### config.mk
export PLATFORM = sky130hd
export DESIGN_NAME = fifo_datapath
export DESIGN_NICKNAME = d
export VERILOG_FILES = /design/src/rtl/fifo_pkg.sv /design/src/rtl/fifo_ptr.sv /design/src/rtl/fifo_datapath.sv
export SDC_FILE = /design/constraint.sdc
export NUM_CORES = 1
export LEC_CHECK = 0
export ABC_AREA = 1
export ABC_CLOCK_PERIOD_IN_PS = 2370
export BUFFER_PORTS_ARGS = -buffer_cell sky130_fd_sc_hd__buf_2
export CORE_MARGIN = 2
export CORE_UTILIZATION = 54
export DETAILED_ROUTE_END_ITERATION = 8
export PLACE_DENSITY = 0.82
export SETUP_SLACK_MARGIN = 0.3
export SYNTH_ARGS = -nofsm -noshare
export SYNTH_HDL_FRONTEND = slang
export SYNTH_SLANG_ARGS = --single-unit
### constraint.sdc
create_clock -name clk -period 2.37 [get_ports clk]
set_input_delay 0.474 -clock clk [delete_from_list [all_inputs] [get_ports clk]]
set_output_delay 0.474 -clock clk [all_outputs]
set_load 0.005 [all_outputs]
### src/rtl/fifo_pkg.sv
// rtl/fifo_pkg.sv - shared FIFO sizing constants and pointer-width helper
package fifo_pkg;

  localparam int FIFO_WIDTH = 8;
  localparam int FIFO_DEPTH = 8;

  // Address bits plus one wrap bit that separates full from empty
  function automatic int ptr_w(input int depth);
    return $clog2(depth) + 1;
  endfunction

endpackage

### src/rtl/fifo_ptr.sv
// rtl/fifo_ptr.sv - wrap-bit pointer counter with increment enable
module fifo_ptr #(
  parameter int PW = 4
) (
  input  logic          clk,
  input  logic          rst,
  input  logic          inc_i,
  output logic [PW-1:0] ptr_o
);

  logic [PW-1:0] ptr_q;
  logic [PW-1:0] ptr_d;

  always_comb begin
    ptr_d = ptr_q;
    if (inc_i) begin
      ptr_d = ptr_q + 1'b1;
    end
  end

  always_ff @(posedge clk or posedge rst) begin
    if (rst) begin
      ptr_q <= '0;
    end else begin
      ptr_q <= ptr_d;
    end
  end

  assign ptr_o = ptr_q;

endmodule

### src/rtl/fifo_datapath.sv
// rtl/fifo_datapath.sv - FIFO staging register, memory, pointers and status
// Optional sticky ovf/udf error flags enabled by FIFO_ERR_FLAGS_EN.
module fifo_datapath
  import fifo_pkg::*;
#(
  parameter int WIDTH  = FIFO_WIDTH,
  parameter int DEPTH  = FIFO_DEPTH,
  parameter int ADDR_W = $clog2(DEPTH)
) (
  input  logic              clk,
  input  logic              rst,
  input  logic [WIDTH-1:0]  din,
  input  logic              ld1,
  input  logic              ld2,
  input  logic              ld3,
  output logic [WIDTH-1:0]  dout,
  output logic              full,
  output logic              empty,
  output logic [ADDR_W:0]   count
`ifdef FIFO_ERR_FLAGS_EN
  ,
  output logic              ovf,
  output logic              udf
`endif
);

  localparam int PTR_W = ptr_w(DEPTH);

  logic [PTR_W-1:0] wr_ptr;
  logic [PTR_W-1:0] rd_ptr;
  logic             wr_do;
  logic             rd_do;
  logic [WIDTH-1:0] in_reg_q;
  logic [WIDTH-1:0] dout_q;
  logic [WIDTH-1:0] mem_q [DEPTH];

  // Status depends on registered pointers only, never on the load strobes
  assign empty = (wr_ptr == rd_ptr);
  assign full  = (wr_ptr[ADDR_W] != rd_ptr[ADDR_W]) &&
                 (wr_ptr[ADDR_W-1:0] == rd_ptr[ADDR_W-1:0]);
  assign count = wr_ptr - rd_ptr;

  assign wr_do = ld2 & ~full;
  assign rd_do = ld3 & ~empty;

  fifo_ptr #(.PW(PTR_W)) u_wr_ptr (
    .clk   (clk),
    .rst   (rst),
    .inc_i (wr_do),
    .ptr_o (wr_ptr)
  );

  fifo_ptr #(.PW(PTR_W)) u_rd_ptr (
    .clk   (clk),
    .rst   (rst),
    .inc_i (rd_do),
    .ptr_o (rd_ptr)
  );

  always_ff @(posedge clk or posedge rst) begin
    if (rst) begin
      in_reg_q <= '0;
      dout_q   <= '0;
    end else begin
      if (ld1) begin
        in_reg_q <= din;
      end
      if (rd_do) begin
        dout_q <= mem_q[rd_ptr[ADDR_W-1:0]];
      end
    end
  end

  // Storage is deliberately unreset; only written locations are ever read
  always_ff @(posedge clk) begin
    if (wr_do) begin
      mem_q[wr_ptr[ADDR_W-1:0]] <= in_reg_q;
    end
  end

  assign dout = dout_q;

`ifdef FIFO_ERR_FLAGS_EN
  logic ovf_q;
  logic udf_q;

  always_ff @(posedge clk or posedge rst) begin
    if (rst) begin
      ovf_q <= 1'b0;
      udf_q <= 1'b0;
    end else begin
      if (ld2 & full) begin
        ovf_q <= 1'b1;
      end
      if (ld3 & empty) begin
        udf_q <= 1'b1;
      end
    end
  end

  assign ovf = ovf_q;
  assign udf = udf_q;
`endif

endmodule

Yosys cells after proc, flatten, opt, wreduce, memory -nomap -nowiden --
Memories as Yosys holds them, arrays and structs flattened. A register that Yosys moved wholly into a read port is not among the register bits. Index checks and enable logic that the tools add are counted.
Storage, ports and cells: memory bits (writable) 64, bits in registers 16, memories kept 1, logic and storage cells 17
Memories:
- mem_q | depth 8, width 8, rd ports 1, clocked after memory_dff 1, wr ports 1, RTL line fifo_datapath.sv:35 | logic [WIDTH-1:0] mem_q [DEPTH];
Cells by class: reduce and logical (&&, ||, !) cells 1, muxes and demuxes 2, add/sub/neg operators 3, bitwise operators 4, equality and inequality tests 3
Operators by type and width (count):
- $add A4 B1 Y4 const B | 2
- $eq A4 B4 Y1 | 1
- $sub A4 B4 Y4 | 1
- $eq A3 B3 Y1 | 1
- $and A1 B1 Y1 | 2
- $mux W1 | 2
- $not A1 Y1 | 2
- $logic_and A1 B1 Y1 | 1
- $ne A1 B1 Y1 | 1

Logic depth before layout (Yosys ltp) --
depth after elaboration 6, gate-level depth with buffers 12

Modules after synthesis --
From an unflattened synthesis, not the netlist that was laid out.
Unflattened totals: cell total of the unflattened synthesis 378, area total of the unflattened synthesis 3923.8 um2
By module, submodules not included:
- fifo_datapath | area an instance 3555.9 um2, instances 1, cells an instance 338
- fifo_ptr | area an instance 183.9 um2, instances 2, cells an instance 20

Least setup slack after synthesis --
No wires, ideal clock.
path type register to register, start point register u_rd_ptr.ptr_q[1], in the netlist u_rd_ptr.ptr_o[1], end point memory mem_q[1][0] (netlist bit) (enable), arrival time 1.919 ns, period minus slack after synthesis 2.290 ns, cell stages (with the launch flop) 12, setup time 0.370 ns, buffers on the path 2, data required time 2.000 ns, path slack 0.080 ns, cell sequence dfrtp_1 buf_2 inv_2 buf_2 ha_1 nand2_2 nor2_4 nand2_2 nand2_2 inv_2 nand2_1 nor2_1
Between the ends: longest elaborated chain between the ends 6
RTL lines:
- start: declaration | RTL line fifo_ptr.sv:11 | logic [PW-1:0] ptr_q;
- start signal: assignment | RTL line fifo_ptr.sv:25 | ptr_q <= ptr_d;
- $eq A3 B3 Y1 | RTL line fifo_datapath.sv:40 | (wr_ptr[ADDR_W-1:0] == rd_ptr[ADDR_W-1:0]);
- $logic_and A1 B1 Y1 | RTL line fifo_datapath.sv:39 | assign full = (wr_ptr[ADDR_W] != rd_ptr[ADDR_W]) &&
- $not A1 Y1 | RTL line fifo_datapath.sv:43 | assign wr_do = ld2 & ~full;
- $and A1 B1 Y1 | RTL line fifo_datapath.sv:43
- $mux W1 | RTL line fifo_datapath.sv:76 | if (wr_do) begin
- $mux W1 (not written as such) | RTL line fifo_datapath.sv:77 | mem_q[wr_ptr[ADDR_W-1:0]] <= in_reg_q;
- end: declaration | RTL line fifo_datapath.sv:35
Every way passes these cells.

Worst setup path in the final report --
start point register u_rd_ptr.ptr_q[0], in the netlist u_rd_ptr.ptr_o[0], end point output count[1]
Between the ends: longest elaborated chain between the ends 1
RTL lines:
- $sub A4 B4 Y4 | RTL line fifo_datapath.sv:41 | assign count = wr_ptr - rd_ptr;
- end: declaration | RTL line fifo_datapath.sv:19 | output logic [ADDR_W:0] count
Every way passes these cells.

==> impl_metrics.csv <==
group,metric,value,unit
final_layout,layout_common_cells,"nand2_1, edfxtp_1, inv_1",
logic_synthesis,synth_fp_nets,393,
routing,route.met3.wl,651,microns
global_route,grt_use_total,21.5,%
cts,cts.path.max_buffers,2,
sta,max_freq,469,MHz
cts,cts.clk_slew.worst_paths,0.09,ns
final_layout,nets,431,
pwr,p_per_area,1240,mW/mm^2
cts,numCtsBuffers,9,
routing,drtIter0Drc,174,
sta,drv_slew,0,
logic_synthesis,ys_seq_elements,88,
sta,hold_viol_final,0,
setup_path,required,1.90,ns
sta,relSlewSlack,63.7,%
hold_path,hold_path_class,"primary input to asynchronous set/reset pin",
routing,dr_wl_met2,4.04,mm
routing,wl_met1,3.38,mm
logic_synthesis,syn_inst,374,
place,place_congestion,0.950,
global_route,antenna_found_initial,0,
logic_synthesis,synth_warnings,0,
place,post-place-ws,0.310,ns
cts,root_buffer,"clkbuf_8",
floorplan,die_y,89.9,microns
global_route,grt_pass1_vias,2618,
pwr,power,0.00568,W
floorplan,ios,27,
place,dp_hpwl,5.33,mm
global_route,grt_max_degree,36,
logic_synthesis,seq_area_frac_synth,63.3,%
routing,highest_layer,"met4",
cts,clk_latency,0.35,ns
final_layout,drive_gt1_share,27.6,%
floorplan,die_area,0.00808,sq mm
global_route,grt_pass1_wl,13.1,mm
logic_synthesis,ys_types,24,
place,dp.cells,491,
setup_path,path_class,"flip-flop to primary output",
sta,worst_slack,0.236,ns
floorplan,row_count,31,
sta,setup_viol,0,
setup_path,cp_data_arrival_time,1.66,ns
routing,ant_nets,0,
final_layout,fin_cells,516,
final_layout,final_common_cell,"nand2_1",
place,portBuffers,26,
sta,fin_tns_setup,0,ns
final_layout,syn_to_final_growth,14.9,%
global_route,grt.overflow.total,0,
setup_path,start_kind,"flip-flop",
routing,drc_errors,0,
sta,finClkSkew,0.0144,ns
floorplan,initial_core_util,55.2,%
routing,routed_via_density,5.03,
final_layout,insertedDiodeCount,0,
cts,h-tree-depth,3,
setup_path,ff2ff_setup_slack,0.44,ns
routing,vias,2593,
cts,cts-hold-fix-buffers,0,
pwr,p_leak,2.04,nW
sta,worst_pin_slew,0.544,ns
sta,period_needed,2.13,ns
routing,drt_wl_total,8.26,mm
logic_synthesis,syn_area_per_cell,10.6,sq um
logic_synthesis,synth.cell_area,0.00398,sq mm
setup_path,worstPathMaxFanout,2,
floorplan,core,0.00721,sq mm
status,outcome,"finished clean",
floorplan,fp.dieW,89.9,microns
routing,drt_first_pass_iters,5,
cts,cts_tree,"done",
setup_path,endpoint_kind,"primary output",
sta,timing.final.crit_share,90.0,%
sta,rsz0062_at_grt,"true",
cts,clock_sinks,88,
run,maxCapViolCount,0,
routing,wl_per_cell,16.0,microns
pwr,irDropWorstVdd,0.588,mV
-- cells by family (layout without fill, tap and decap cells) --
group                    count (synthesis)  after routing  share of synthesized area, %
AO/OA/AOI/OAI                            5              5                         0.722
XOR/XNOR                                 6              6                          1.32
adder cells (fa/ha/maj)                  6              6                          2.07
buffers and inverters                   77            120                          8.42
flip-flops                              88             88                          63.3
multiplexers                             8              8                          2.26
AND/OR/NAND/NOR                        184            184                          21.9
-- stage by stage --
step | cell area, sq um | utilization, % | hold slack, ns
final | 4580 | 63.4 | 0.156
after floorplan | 4050 | - | 0.471
after detailed placement | 4240 | 58.8 | 0.471
after CTS | 4510 | 62.5 | 0.165
after global routing | 4580 | 63.4 | 0.181
after global placement | 4240 | 58.8 | 0.470
-- state kept, by name (all words and copies together) (netlist names) --
name	cells
in_reg_q	8
u_wr_ptr.ptr_o	4
u_rd_ptr.ptr_o	4
mem_q	64
dout	8
-- cells in the mapped netlist --
cell type    n  area (sq um)
nor2_4       1          11.3
o21ai_0      3          15.0
mux2_2       8          90.1
inv_1       58           218
edfxtp_1    64          1920
nor2_1       8          30.0
nand2_8      1          20.0
buf_4        3          22.5
buf_12       1          20.0
ha_1         5          62.6
inv_8        1          11.3
a21oi_1      1          5.00
inv_2        5          18.8
nand2_1    108           405
nand2_4      2          22.5
buf_2        9          45.0
fa_1         1          20.0
dfrtp_1     24           601
xor2_1       4          35.0
xnor2_1      2          17.5
nand3_1     42           210
nand2_2     13          81.3
nand3_2      9          90.1
o21ai_2      1          8.76
-- worst max-delay path, stage by stage (launching register included) --
cell,delay (ns)
dfrtp_1,0.44
ha_4,0.19
fa_2,0.51
inv_1,0.04
buf_2,0.12
-- repair_timing --
action	CTS	global route
pin swaps	1	7
setup endpoints to repair	25	42
buffers inserted	6	3
resized for setup	9	10
-- worst paths after layout --
kind	endpoint	depth (start not counted)	from
min in group clk	in_reg_q[0]$_DFFE_PP0P_	2	din[0]
hold reg to reg	dout[6]$_DFFE_PP0P_	2	dout[6]$_DFFE_PP0P_
setup / recovery	count[1]	4	u_rd_ptr.ptr_o[0]$_DFFE_PP0P_
max in group asynchronous	u_wr_ptr.ptr_o[1]$_DFFE_PP0P_	3	rst
hold / removal	u_rd_ptr.ptr_o[3]$_DFFE_PP0P_	3	rst
setup reg to reg	mem_q[4][0]$_DFFE_PP_	9	u_rd_ptr.ptr_o[1]$_DFFE_PP0P_
-- report_power, final --
part | internal, W | total (W) | switching [W]
clock network | 0.000467 | 0.000968 | 0.000501
registers | 0.00200 | 0.00218 | 0.000177
logic | 0.000969 | 0.00253 | 0.00157
total | 0.00343 | 0.00568 | 0.00224
-- layout make-up --
cell class | instances | area (sq um)
flip-flops and latches | 88 | 2520
multi-input cells | 209 | 1240
well taps | 99 | 124
inverters | 64 | 250
fillers | 555 | 2640
repair buffers | 40 | 249
clock inverters | 2 | 12.5
clock buffers | 14 | 173
-- layer usage --
metal / global-route usage [%] / up-vias
li1: - / 1270
met1: 27.3 / 1195
met2: 36.4 / 112
met3: 5.11 / 16
met4: 8.08 / 0
met5: 0 / -
(Power assumes the default switching activity.)
